File: src/rtl/evo_xb_info_pkg.sv
// Shared types and constants for the EVO_XB_INFO scan sequencer.
// The index constants match the layout of the indirect info register.
package evo_xb_info_pkg;

  typedef enum logic [2:0] {IDLE, WR, RD, RW, EMIT, FIN, ERR} scan_state_e;

  typedef enum logic {OP_WR, OP_RD} txn_op_e;

  localparam logic [7:0] XB_INFO_NUM_IDX = 8'd0;
  localparam logic [7:0] XB_INFO_VENDOR  = 8'd1;
  localparam logic [7:0] XB_INFO_MODEL   = 8'd2;
  localparam logic [7:0] XB_INFO_TYPE    = 8'd3;

  // The full 32-bit compare keeps a huge raw count from wrapping the 8-bit index.
  function automatic logic [7:0] clamp_count(input logic [31:0] raw,
                                             input logic [7:0]  max_entries);
    return (raw > {24'd0, max_entries}) ? max_entries : raw[7:0];
  endfunction

endpackage

File: src/rtl/evo_csr_txn.sv
// Single-transaction Avalon-MM master: one write or read at a time, holding the
// strobe through waitrequest and timing the read-data return.
module evo_csr_txn
  import evo_xb_info_pkg::*;
#(
  parameter int CSR_AWIDTH     = 8,
  parameter int CSR_DWIDTH     = 32,
  parameter int TIMEOUT_CYCLES = 64
) (
  input  logic                  clk,
  input  logic                  rst,
  input  logic                  issue,
  input  txn_op_e               op,
  input  logic [CSR_AWIDTH-1:0] addr,
  input  logic [CSR_DWIDTH-1:0] wdata,
  output logic                  accepted,
  output logic                  rdata_valid,
  output logic                  timeout,
  output logic [CSR_AWIDTH-1:0] avm_csr_address,
  output logic                  avm_csr_write,
  output logic [CSR_DWIDTH-1:0] avm_csr_writedata,
  output logic                  avm_csr_read,
  input  logic                  avm_csr_waitrequest,
  input  logic                  avm_csr_readdatavalid
);

  localparam int CW = $clog2(TIMEOUT_CYCLES + 1);

  logic          waiting;
  logic [CW-1:0] wait_cnt;

  assign accepted    = (avm_csr_write | avm_csr_read) & ~avm_csr_waitrequest;
  assign rdata_valid = waiting & avm_csr_readdatavalid;
  // A valid beat in the last allowed cycle wins over the timeout.
  assign timeout     = waiting & ~avm_csr_readdatavalid &
                       (wait_cnt == CW'(TIMEOUT_CYCLES - 1));

  // NOTE: sequential state uses non-blocking assignments so every register
  // samples pre-edge values regardless of statement order.
  always_ff @(posedge clk or posedge rst) begin
    if (rst) begin
      avm_csr_address   <= '0;
      avm_csr_write     <= 1'b0;
      avm_csr_writedata <= '0;
      avm_csr_read      <= 1'b0;
      waiting           <= 1'b0;
      wait_cnt          <= '0;
    end else begin
      if (issue) begin
        avm_csr_address <= addr;
        avm_csr_write   <= (op == OP_WR);
        avm_csr_read    <= (op == OP_RD);
        if (op == OP_WR) avm_csr_writedata <= wdata;
      end else if (accepted) begin
        avm_csr_write <= 1'b0;
        avm_csr_read  <= 1'b0;
      end

      if (avm_csr_read && !avm_csr_waitrequest) begin
        waiting  <= 1'b1;
        wait_cnt <= '0;
      end else if (rdata_valid || timeout) begin
        waiting  <= 1'b0;
      end else if (waiting) begin
        wait_cnt <= wait_cnt + 1'b1;
      end
    end
  end

endmodule

File: src/rtl/evo_xb_info_scan.sv
// Walks the indirect EVO_XB_INFO register: index 0 gives the entry count,
// then indices 1..N are written, read back and streamed out in order.
module evo_xb_info_scan
  import evo_xb_info_pkg::*;
#(
  parameter int                   CSR_AWIDTH     = 8,
  parameter int                   CSR_DWIDTH     = 32,
  parameter logic [CSR_AWIDTH-1:0] INFO_CSR_ADDR = 8'h0,
  parameter int                   MAX_ENTRIES    = 16,
  parameter int                   TIMEOUT_CYCLES = 64
) (
  input  logic                  clk,
  input  logic                  rst,
  input  logic                  start,
  output logic                  busy,
  output logic                  done,
  output logic                  error,
  output logic [7:0]            num_entries,
  output logic                  out_valid,
  input  logic                  out_ready,
  output logic [7:0]            out_index,
  output logic [CSR_DWIDTH-1:0] out_data,
  output logic [CSR_AWIDTH-1:0] avm_csr_address,
  output logic                  avm_csr_write,
  output logic [CSR_DWIDTH-1:0] avm_csr_writedata,
  output logic                  avm_csr_read,
  input  logic                  avm_csr_waitrequest,
  input  logic                  avm_csr_readdatavalid,
  input  logic [CSR_DWIDTH-1:0] avm_csr_readdata
);

  scan_state_e state, next_state;
  logic [7:0]  idx, idx_next;
  logic        issue, cap_count, cap_beat;
  txn_op_e     op;
  logic        accepted, rdata_valid, timeout;
  logic [7:0]  count_clamped;

  assign count_clamped = clamp_count(avm_csr_readdata, 8'(MAX_ENTRIES));

  evo_csr_txn #(
    .CSR_AWIDTH    (CSR_AWIDTH),
    .CSR_DWIDTH    (CSR_DWIDTH),
    .TIMEOUT_CYCLES(TIMEOUT_CYCLES)
  ) u_txn (
    .clk                  (clk),
    .rst                  (rst),
    .issue                (issue),
    .op                   (op),
    .addr                 (INFO_CSR_ADDR),
    .wdata                ({{(CSR_DWIDTH-8){1'b0}}, idx_next}),
    .accepted             (accepted),
    .rdata_valid          (rdata_valid),
    .timeout              (timeout),
    .avm_csr_address      (avm_csr_address),
    .avm_csr_write        (avm_csr_write),
    .avm_csr_writedata    (avm_csr_writedata),
    .avm_csr_read         (avm_csr_read),
    .avm_csr_waitrequest  (avm_csr_waitrequest),
    .avm_csr_readdatavalid(avm_csr_readdatavalid)
  );

  // NOTE: every signal gets a default first so no path leaves one unassigned,
  // which would otherwise infer a latch.
  always_comb begin
    next_state = state;
    idx_next   = idx;
    issue      = 1'b0;
    op         = OP_WR;
    cap_count  = 1'b0;
    cap_beat   = 1'b0;
    case (state)
      IDLE: if (start) begin
        idx_next   = XB_INFO_NUM_IDX;
        issue      = 1'b1;
        next_state = WR;
      end
      WR: if (accepted) begin
        issue      = 1'b1;
        op         = OP_RD;
        next_state = RD;
      end
      RD: if (accepted) next_state = RW;
      RW: if (rdata_valid) begin
        if (idx == XB_INFO_NUM_IDX) begin
          cap_count = 1'b1;
          if (count_clamped == 8'd0) begin
            next_state = FIN;
          end else begin
            idx_next   = 8'd1;
            issue      = 1'b1;
            next_state = WR;
          end
        end else begin
          cap_beat   = 1'b1;
          next_state = EMIT;
        end
      end else if (timeout) begin
        next_state = ERR;
      end
      EMIT: if (out_ready) begin
        if (idx == num_entries) begin
          next_state = FIN;
        end else begin
          idx_next   = idx + 8'd1;
          issue      = 1'b1;
          next_state = WR;
        end
      end
      FIN:     next_state = IDLE;
      ERR:     next_state = IDLE;
      default: next_state = IDLE;
    endcase
  end

  // Status outputs are registered from next_state so they line up with the state.
  always_ff @(posedge clk or posedge rst) begin
    if (rst) begin
      state       <= IDLE;
      idx         <= 8'd0;
      busy        <= 1'b0;
      done        <= 1'b0;
      error       <= 1'b0;
      num_entries <= 8'd0;
      out_valid   <= 1'b0;
      out_index   <= 8'd0;
      out_data    <= '0;
    end else begin
      state <= next_state;
      idx   <= idx_next;
      busy  <= next_state inside {WR, RD, RW, EMIT};
      done  <= (next_state == FIN);
      error <= (next_state == ERR);
      if (cap_count) num_entries <= count_clamped;
      if (cap_beat) begin
        out_valid <= 1'b1;
        out_index <= idx;
        out_data  <= avm_csr_readdata;
      end else if (state == EMIT && out_ready) begin
        out_valid <= 1'b0;
      end
    end
  end

endmodule

File: config.mk
export PLATFORM = sky130hd
export DESIGN_NAME = evo_xb_info_scan
export DESIGN_NICKNAME = d
export VERILOG_FILES = /design/src/rtl/evo_xb_info_pkg.sv /design/src/rtl/evo_csr_txn.sv /design/src/rtl/evo_xb_info_scan.sv
export SDC_FILE = /design/constraint.sdc
export NUM_CORES = 1
export LEC_CHECK = 0
export ABC_CLOCK_PERIOD_IN_PS = 3000
export CORE_UTILIZATION = 25
export CTS_BUF_LIST = sky130_fd_sc_hd__clkbuf_4
export DETAILED_ROUTE_END_ITERATION = 10
export GPL_TIMING_DRIVEN = 0
export PLACE_DENSITY = 0.54
export SLEW_MARGIN = 40
export SYNTH_ARGS = -nofsm -noshare
export SYNTH_HDL_FRONTEND = slang
export SYNTH_SLANG_ARGS = --single-unit
File: constraint.sdc
create_clock -name clk -period 3 [get_ports clk]
set_input_delay 0.45 -clock clk [delete_from_list [all_inputs] [get_ports clk]]
set_output_delay 0.45 -clock clk [all_outputs]
set_load 0.02 [all_outputs]
* Yosys cells after proc, flatten, opt, wreduce, memory -nomap -nowiden
Cells that the tools add are included.
** Word-level totals
- Output and inout port bits :: 94
- Word-level logic and storage cells :: 95
- Input port bits :: 38
- Flip-flop bits (word level) :: 81
** Operators by class
- $lt $le $gt $ge :: 1
- Equal/unequal tests :: 13
- $add $sub $neg :: 2
- Bitwise gates (word level) :: 8
- Mux-type cells :: 43
- Reduce and logical (&&, ||, !) cells :: 14
** Operator list (count)
- 8-bit 2-to-1 mux :: 7
- 32-bit by 5-bit greater-than comparator with 1-bit output, second input constant :: 1
- 3-bit 2-to-1 mux :: 9
- 8-bit case mux with 3 select lines :: 1
- 1-bit 2-to-1 mux :: 21
- 7-bit 2-to-1 mux :: 3
- 8-bit logical NOT :: 2
- 3-bit case mux with 5 select lines :: 1
- 3-bit by 2-bit equality test with 1-bit output, second input constant :: 4
- 3-bit equality test, second input constant :: 4
- 8-bit by 1-bit adder with 8-bit output, second input constant :: 1
- 8-bit equality test :: 1
- 2-bit nonzero test :: 4
- 7-bit by 1-bit adder with 7-bit output, second input constant :: 1
- 7-bit by 6-bit equality test with 1-bit output, second input constant :: 1
- 3-bit by 1-bit equality test with 1-bit output, second input constant :: 2
- 1-bit AND :: 4
- 1-bit case mux with 4 select lines :: 1
- 2-bit AND reduction :: 2
- 4-bit nonzero test :: 1
- 3-bit logical NOT :: 1
- 1-bit inverter :: 3
- 1-bit logical AND :: 2
- 2-bit by 1-bit inequality test with 1-bit output, second input constant :: 1
- other kinds (3) :: 3

* Longest topological paths before layout
Gate-level depths: netlist of run 1.
- Depth in word-level cells :: 9
- Mapped depth :: 9
- Mapped depth without buffers :: 8

* By module
Synthesis of run 1 repeated with hierarchy kept, for this count alone.
** Unflattened totals
- Cell total of the unflattened synthesis :: 379
- Area total of the unflattened synthesis :: 5315.1 um2
** By module, submodules not included
- evo_xb_info_scan :: area an instance 3121.7 um2, cells each 235, sequential area each 1576.5 um2, times used 1
- evo_csr_txn :: area an instance 2193.4 um2, cells each 144, sequential area each 1251.2 um2, times used 1

* Least setup slack after synthesis of run 1
OpenSTA, ideal clock, no wires.
- Path kind :: reg-to-reg
- From :: register idx[0]
- To :: register u_txn.avm_csr_writedata[2]
- Stages on the path, launching flop included :: 10
- Path slack :: 0.554 ns
- Setup time :: 0.125 ns
- Arrival :: 2.321 ns
- Data required time :: 2.875 ns
- Path buffers :: 1
- Path through :: dfrtp_1 inv_1 ha_1 or4b_1 or4_4 o21bai_4 clkinv_2 or3_2 buf_6 mux2_4
** Between the ends
- Word-level cells in the longest chain between the ends :: 5
- Elaborated cells between the ends (all ways) :: 14
- Classes of those cells :: 1 x add/sub; 1 x eq/ne; 10 x mux; 2 x reduce/logical
** RTL lines
- start: declaration :: RTL line evo_xb_info_scan.sv:33 : logic [7:0] idx, idx_next;
- start signal: assignment :: RTL line evo_xb_info_scan.sv:130 : idx <= idx_next;
- parallel branches: the longest is 5 deep, another holds 8-bit by 1-bit adder with 8-bit output
- end signal: assignment :: RTL line evo_csr_txn.sv:53 : if (op == OP_WR) avm_csr_writedata <= wdata;
- end: declaration :: RTL line evo_csr_txn.sv:21 : output logic [CSR_DWIDTH-1:0] avm_csr_writedata,
Parallel ways; which one is timed is not known.
A chain may end at the register's enable or synchronous reset.

* Final worst setup path of run 1
- From :: input port avm_csr_readdata[31]
- To :: register u_txn.avm_csr_writedata[3]
** Between the ends
- Word-level cells in the longest chain between the ends :: 8
- Elaborated cells between the ends (all ways) :: 12
- Classes of those cells :: 1 x order compare; 9 x mux; 2 x reduce/logical
** RTL lines
- start: declaration :: RTL line evo_xb_info_scan.sv:29 : input logic [CSR_DWIDTH-1:0] avm_csr_readdata
- 32-bit by 5-bit greater-than comparator with 1-bit output * :: RTL line evo_xb_info_pkg.sv:17 : return (raw > {24'd0, max_entries}) ? max_entries : raw[7:0];
- 8-bit 2-to-1 mux * :: RTL line evo_xb_info_pkg.sv:17
- 8-bit logical NOT * :: RTL line evo_xb_info_scan.sv:87 : if (count_clamped == 8'd0) begin
- 1-bit 2-to-1 mux :: RTL line evo_xb_info_scan.sv:87
- 1-bit 2-to-1 mux :: RTL line evo_xb_info_scan.sv:85 : if (idx == XB_INFO_NUM_IDX) begin
- 1-bit 2-to-1 mux :: RTL line evo_xb_info_scan.sv:84 : RW: if (rdata_valid) begin
- 1-bit case mux with 4 select lines :: RTL line evo_xb_info_scan.sv:72 : case (state)
- 2-bit AND reduction (no line)
Mark *: on every way between the ends. The rest lies on a longest branch, timed or not.

==> results of run 1 <==
## critical path, stage by stage
cell             delay (ns)
clkdlybuf4s50_1        0.42
nor4_1                 0.54
nand4_1                0.41
o21bai_4               0.26
clkinv_2               0.08
or3_2                  0.48
buf_6                  0.15
mux2_4                 0.29
## state kept, by name (all words and copies together) (netlist names)
| register | count |
|---|---|
| busy | 1 |
| u_txn.avm_csr_write | 1 |
| done | 1 |
| u_txn.avm_csr_writedata | 8 |
| state | 3 |
| error | 1 |
| u_txn.wait_cnt | 7 |
| out_data | 32 |
| out_valid | 1 |
| u_txn.waiting | 1 |
| num_entries | 8 |
| u_txn.avm_csr_read | 1 |
| idx | 8 |
| out_index | 8 |
## power by group
part / internal, W / switching, W / total (W)
clock: 0.000350 / 0.000398 / 0.000748
sequential: 0.00132 / 0.000140 / 0.00146
combinational: 0.000702 / 0.000717 / 0.00142
## Yosys cell counts, types with 2 or more instances
| cell type | instances |
|---|---|
| o21a_1 | 2 |
| nor2b_1 | 2 |
| mux2_4 | 2 |
| nand2_1 | 17 |
| and2_1 | 4 |
| mux2_2 | 41 |
| nand3_1 | 3 |
| xnor2_1 | 8 |
| xor2_1 | 10 |
| buf_4 | 32 |
| clkbuf_1 | 7 |
| o31ai_1 | 3 |
| o22ai_1 | 4 |
| dfrtp_1 | 81 |
| o21ai_0 | 7 |
| ha_1 | 3 |
| nor3_1 | 4 |
| nand4_1 | 6 |
| a22o_1 | 9 |
| a21o_1 | 3 |
| a21oi_1 | 13 |
| a31oi_1 | 3 |
| buf_6 | 2 |
| nor4_1 | 9 |
| inv_1 | 9 |
| nor3b_1 | 4 |
| buf_2 | 5 |
| nor2_1 | 12 |
| or2_2 | 4 |
| and3_1 | 4 |
## cell type report
cell class	count	area share, %
plain buffers	46	5.715
clock buffers	10	1.366
clock inverters	6	1.639
inverters	10	0.7969
multi-input cells	230	30.26
flip-flops and latches	81	36.89
well taps	211	4.804
repair buffers	100	18.53
## routing by layer
layer | vias to the layer above | share of wire, %
met5 | - | 0
met1 | 1388 | 45
li1 | 1412 | -
met4 | 0 | 1.7
met2 | 82 | 48
met3 | 11 | 5.0
## logic make-up after synthesis
group | count (synthesis)
DFF | 81
and+or+nand+nor | 81
buffers and inverters | 56
AOI/OAI and AO/OA | 52
muxes | 44
xor gates and xnor gates | 18
adders and majority gates | 3
other | 1
## path summary, 6_finish.rpt
check	startpoint	endpoint	slack, ns	cells past startpoint
worst max-delay path	avm_csr_readdata[31]	u_txn.avm_csr_writedata[3]$_DFFE_PP0P_	0.24	8
worst min-delay path	rst	out_data[1]$_DFFE_PP0P_	0.33	2
worst max register to register	idx[0]$_DFF_PP0_	u_txn.avm_csr_writedata[3]$_DFFE_PP0P_	0.28	9
worst min register to register	out_valid$_DFFE_PP0P_	out_valid$_DFFE_PP0P_	0.52	1
max in group asynchronous	rst	u_txn.avm_csr_writedata[3]$_DFFE_PP0P_	2.12	3
min in group clk	out_valid$_DFFE_PP0P_	out_valid$_DFFE_PP0P_	0.52	1
## metrics by stage
step | setup TNS [ns] | hold slack, ns | power, W | utilization [%] | instances
floorplan | 0 | 0.5054 | 0.002310 | - | 367
global placement | -70.97 | 0.4650 | 0.002866 | 34.65 | 677
detailed placement | -1.351 | 0.4882 | 0.002907 | 34.90 | 678
CTS | 0 | 0.3199 | 0.003668 | 35.98 | 694
global route | 0 | 0.3297 | 0.003831 | 36.01 | 694
finish | 0 | 0.3275 | 0.003624 | 36.01 | 694
==> metrics.cfg, run 1 <==
[clock_tree]
clk-insertion-delay-late_ns=0.46
cts_setup_buffers=0
ctsHoldBuffers=0
cts_tree=yes
cts_made_buffers=9
clock-sinks=81
cts_htree_levels=3
ctsResizeCount=0
cts_buffer_depth=2
clock-root-buffer=clkbuf_4
path_clk_slew_ns=0.14

[global_route]
met3_usage_pct=2.764
met2_usage_pct=20.65
grt_busiest_layer=met2
gr-total-overflow=0
grt_usage_pct=12.39
grt_max_degree=50
antenna_found_initial=0
met1_usage_pct=15.31
grt_pass1_vias=2888
grt_pass1_wl_mm=15.28

[synth]
avgSynthCellArea_um2=11.66
synth.largest_area_cell=dfrtp_1
synth_ff_type=dfrtp_1
yosysUniqueCellTypes=53
synth_compound_area_share_pct=9.521
synth_mux_area_share_pct=12.81
netlist_instances=336
async_flop_share_pct=100.0
synth_xor_area_share_pct=4.026
synth-edff-count=0
ys_warn_count=0
synth.area.top_cells=dfrtp_1, mux2_2, buf_4, xor2_1, a22o_1
syn_area_mm2=0.003916
synth_top_area_share_pct=51.76
synth_top_family_by_area=multiplexers
synth-adder-area-share_pct=0.9585
yosysSeqAreaShare_pct=51.76
ys_seq_elements=81
synthSimpleGateAreaFrac_pct=11.82

[sta]
fin_worst_skew_ns=0.02557
drv_slew=0
hold_violations=0
fin_crit_ns=2.755
slew_headroom_pct=46.44
clock.fmax_ghz=0.3629
finalSetupViolations=0
tightestPinTransition_ns=0.7972
finalCritPeriodShare_pct=91.84
fin_ws_ns=0.2448
rsz0062_at_grt=false

[place]
port_buffers=99
post_dp_cell_area_mm2=0.005325
gp_congestion=0.7972
dp_hpwl_mm=7.513
place_ws_ns=-0.1922

[detailed_routing]
drtPass1Iterations=4
vias=2893
vias_per_cell=4.169
drt-total-wl_mm=9.682
drt-initial-drc-count=76
drc=0
wl_per_cell_um=13.95
ant_nets=0

[finish]
fill_cells=1507
drive_above_1_share_pct=23.60
area.growth.synth_to_final_pct=40.32
fin_area_mm2=0.005495
final_cell_mix=clkdlybuf4s50_1, dfrtp_1, mux2_2, buf_4, conb_1
layout_commonest_cell=clkdlybuf4s50_1
final_nets=519
multi_input_area_mm2=0.001663
antennaDiodeCount=0
ff_latch_area_mm2=0.002027

[power]
powerDensity_mw_per_mm2=659.5
power.leakage_nw=2.536
ir_drop_mv=0.3208

[die]
die_h_um=127.2
rows=45
die_w_um=127.2
die_area_mm2=0.01617
core_mm2=0.01526
start_util_pct=25.67
num_io_pins=132

[setup_path]
cp.required_ns=3.33
critPathLaunchType=input port
cp_max_fo=5
crit_path_end_kind=flip-flop
arrival_ns=3.09
crit_type=in -> reg

[hold_path]
min_path_type=in -> async

[run_status]
status=finished clean

[flow_run]
cap_viol_max_count=0

Note: power is estimated with default switching activity, not from simulation.
==> inputs of run 2 (changes only) <==
- CORE_MARGIN: not set -> 4
- SETUP_SLACK_MARGIN: not set -> 0.1
==> run 2 against run 1 <==
Net effect:
- combinational power hardly changed
- die area grew 9.7%
- clock-buffer cell count is 1 higher
- critical endpoint unchanged
- largest power group unchanged
- highest routed layer unchanged
==> metrics.cfg, run 2 (synthesis results as in run 1) <==
[clock_tree]
ctsHoldBuffers=0
cts_tree=yes
clock-sinks=81
clk-insertion-delay-late_ns=0.45
clock-root-buffer=clkbuf_4
cts_setup_buffers=0
cts_made_buffers=9
cts_htree_levels=3
cts_buffer_depth=2
ctsResizeCount=0
path_clk_slew_ns=0.14

[place]
placed_cells=678
gp_congestion=0.7713
port_buffers=99
dp_hpwl_mm=7.915

[sta]
rsz0062_at_grt=false
slew_headroom_pct=53.63
hold_violations=0
finalSetupViolations=0
finalCritPeriodShare_pct=90.77
clock.fmax_ghz=0.3672
tightestPinTransition_ns=0.6940
drv_slew=0
fin_setup_tns_ns=0
fin_crit_ns=2.723
fin_worst_skew_ns=0.02636

[finish]
drive_above_1_share_pct=23.81
finalNonFillerCells=694
final_nets=519
largest_register_ff_count=32
final_cell_mix=clkdlybuf4s50_1, dfrtp_1, mux2_2, buf_4, conb_1
regMostFlops=out_data
area.growth.synth_to_final_pct=41.05
antennaDiodeCount=0
layout_commonest_cell=clkdlybuf4s50_1

[setup_path]
crit_type=reg -> reg
cp.required_ns=3.32
arrival_ns=3.04
critPathLaunchType=flip-flop
cp_max_fo=7
crit_path_end_kind=flip-flop

[detailed_routing]
drt-met1-wl_mm=4.280
drc=0
drt-total-wl_mm=10.06
drtPass1Iterations=4
top_layer_used=met4
drt-initial-drc-count=78
met2_length_mm=4.995
ant_nets=0
vias_per_cell=4.206
wl_per_cell_um=14.50
wl_met3_um=570
vias=2919

[global_route]
antenna_found_initial=0
grt_usage_pct=11.82
grt_pass1_vias=3096
gr-total-overflow=0
grt_max_degree=60
grt_pass1_wl_mm=16.68

[power]
powerDensity_mw_per_mm2=670.0
pwr-share-comb_pct=38.5
power.internal_w=0.002462
ir_drop_mv=0.2878
power.leakage_nw=2.549
total_power_w=0.003701
pwr-share-clk_pct=22.2
swShare_pct=33.49
power_frac_seq_pct=39.3
switching_power_w=0.001240

[die]
num_io_pins=132
rows=45
die_h_um=133.2
start_util_pct=25.67
die_area_mm2=0.01773
core_mm2=0.01526
die_w_um=133.2

[hold_path]
min_path_type=in -> async

[flow_run]
cap_viol_max_count=0

[run_status]
status=finished clean

## run 2: worst max-delay path, cell delays in order (launching register included)
cell,delay [ns]
dfrtp_1,0.51
inv_1,0.13
ha_1,0.14
or4b_1,0.49
or4_4,0.58
o21bai_4,0.20
clkinv_2,0.07
or3_2,0.11
buf_6,0.11
mux2_4,0.29
## run 2: per-stage QoR
stage / utilization (%) / instance area (um^2) / hold WS [ns] / setup WS, ns
detailed placement: 34.90 / 5325 / 0.4879 / -0.1698
finish: 36.20 / 5524 / 0.2975 / 0.2770
global route: 36.20 / 5524 / 0.2899 / 0.1670
global placement: 34.65 / 5288 / 0.4898 / -0.8789
floorplan: - / 4033 / 0.5054 / 0.4699
CTS: 36.11 / 5510 / 0.2782 / 0.2623
## run 2: area by class of cell
type                    count  area (um^2)
fillers                  1543         9734
flip-flops and latches     81         2027
inverters                  10        43.79
plain buffers              46        314.1
multi-input cells         230         1672
repair buffers            100         1018
well taps                 211        264.0
clock inverters             5        102.6
clock buffers              11        82.58
## run 2: power by group through the flow
stage	logic [W]	registers [W]	clock network, W
after floorplan	0.000630	0.00168	0
after global placement	0.00140	0.00147	0
after detailed placement	0.00143	0.00148	0
after CTS	0.00144	0.00146	0.000858
after global routing	0.00155	0.00149	0.000899
final	0.00142	0.00145	0.000823
## run 2: metal layers
metal	track usage, %	vias to the layer above
met1	14.54	1417
met2	19.72	79
met4	4.857	0
met5	0	-
met3	3.134	14
li1	-	1409
## run 2: worst paths after layout
kind,startpoint,endpoint,slack (ns),cells after the start
worst max-delay path,idx[0]$_DFF_PP0_,u_txn.avm_csr_writedata[3]$_DFFE_PP0P_,0.28,9
worst min-delay path,rst,out_data[0]$_DFFE_PP0P_,0.30,2
worst max register to register,idx[0]$_DFF_PP0_,u_txn.avm_csr_writedata[3]$_DFFE_PP0P_,0.28,9
worst min register to register,out_data[10]$_DFFE_PP0P_,out_data[10]$_DFFE_PP0P_,0.52,1
max in group asynchronous,rst,u_txn.avm_csr_write$_DFFE_PP0P_,2.11,3
min in group clk,out_data[10]$_DFFE_PP0P_,out_data[10]$_DFFE_PP0P_,0.52,1
==> inputs of run 3 (changes only) <==
- CORE_MARGIN: 4 -> not set
==> results of run 3 <==
Final layout, timing and power as in run 1 (identical DEF).
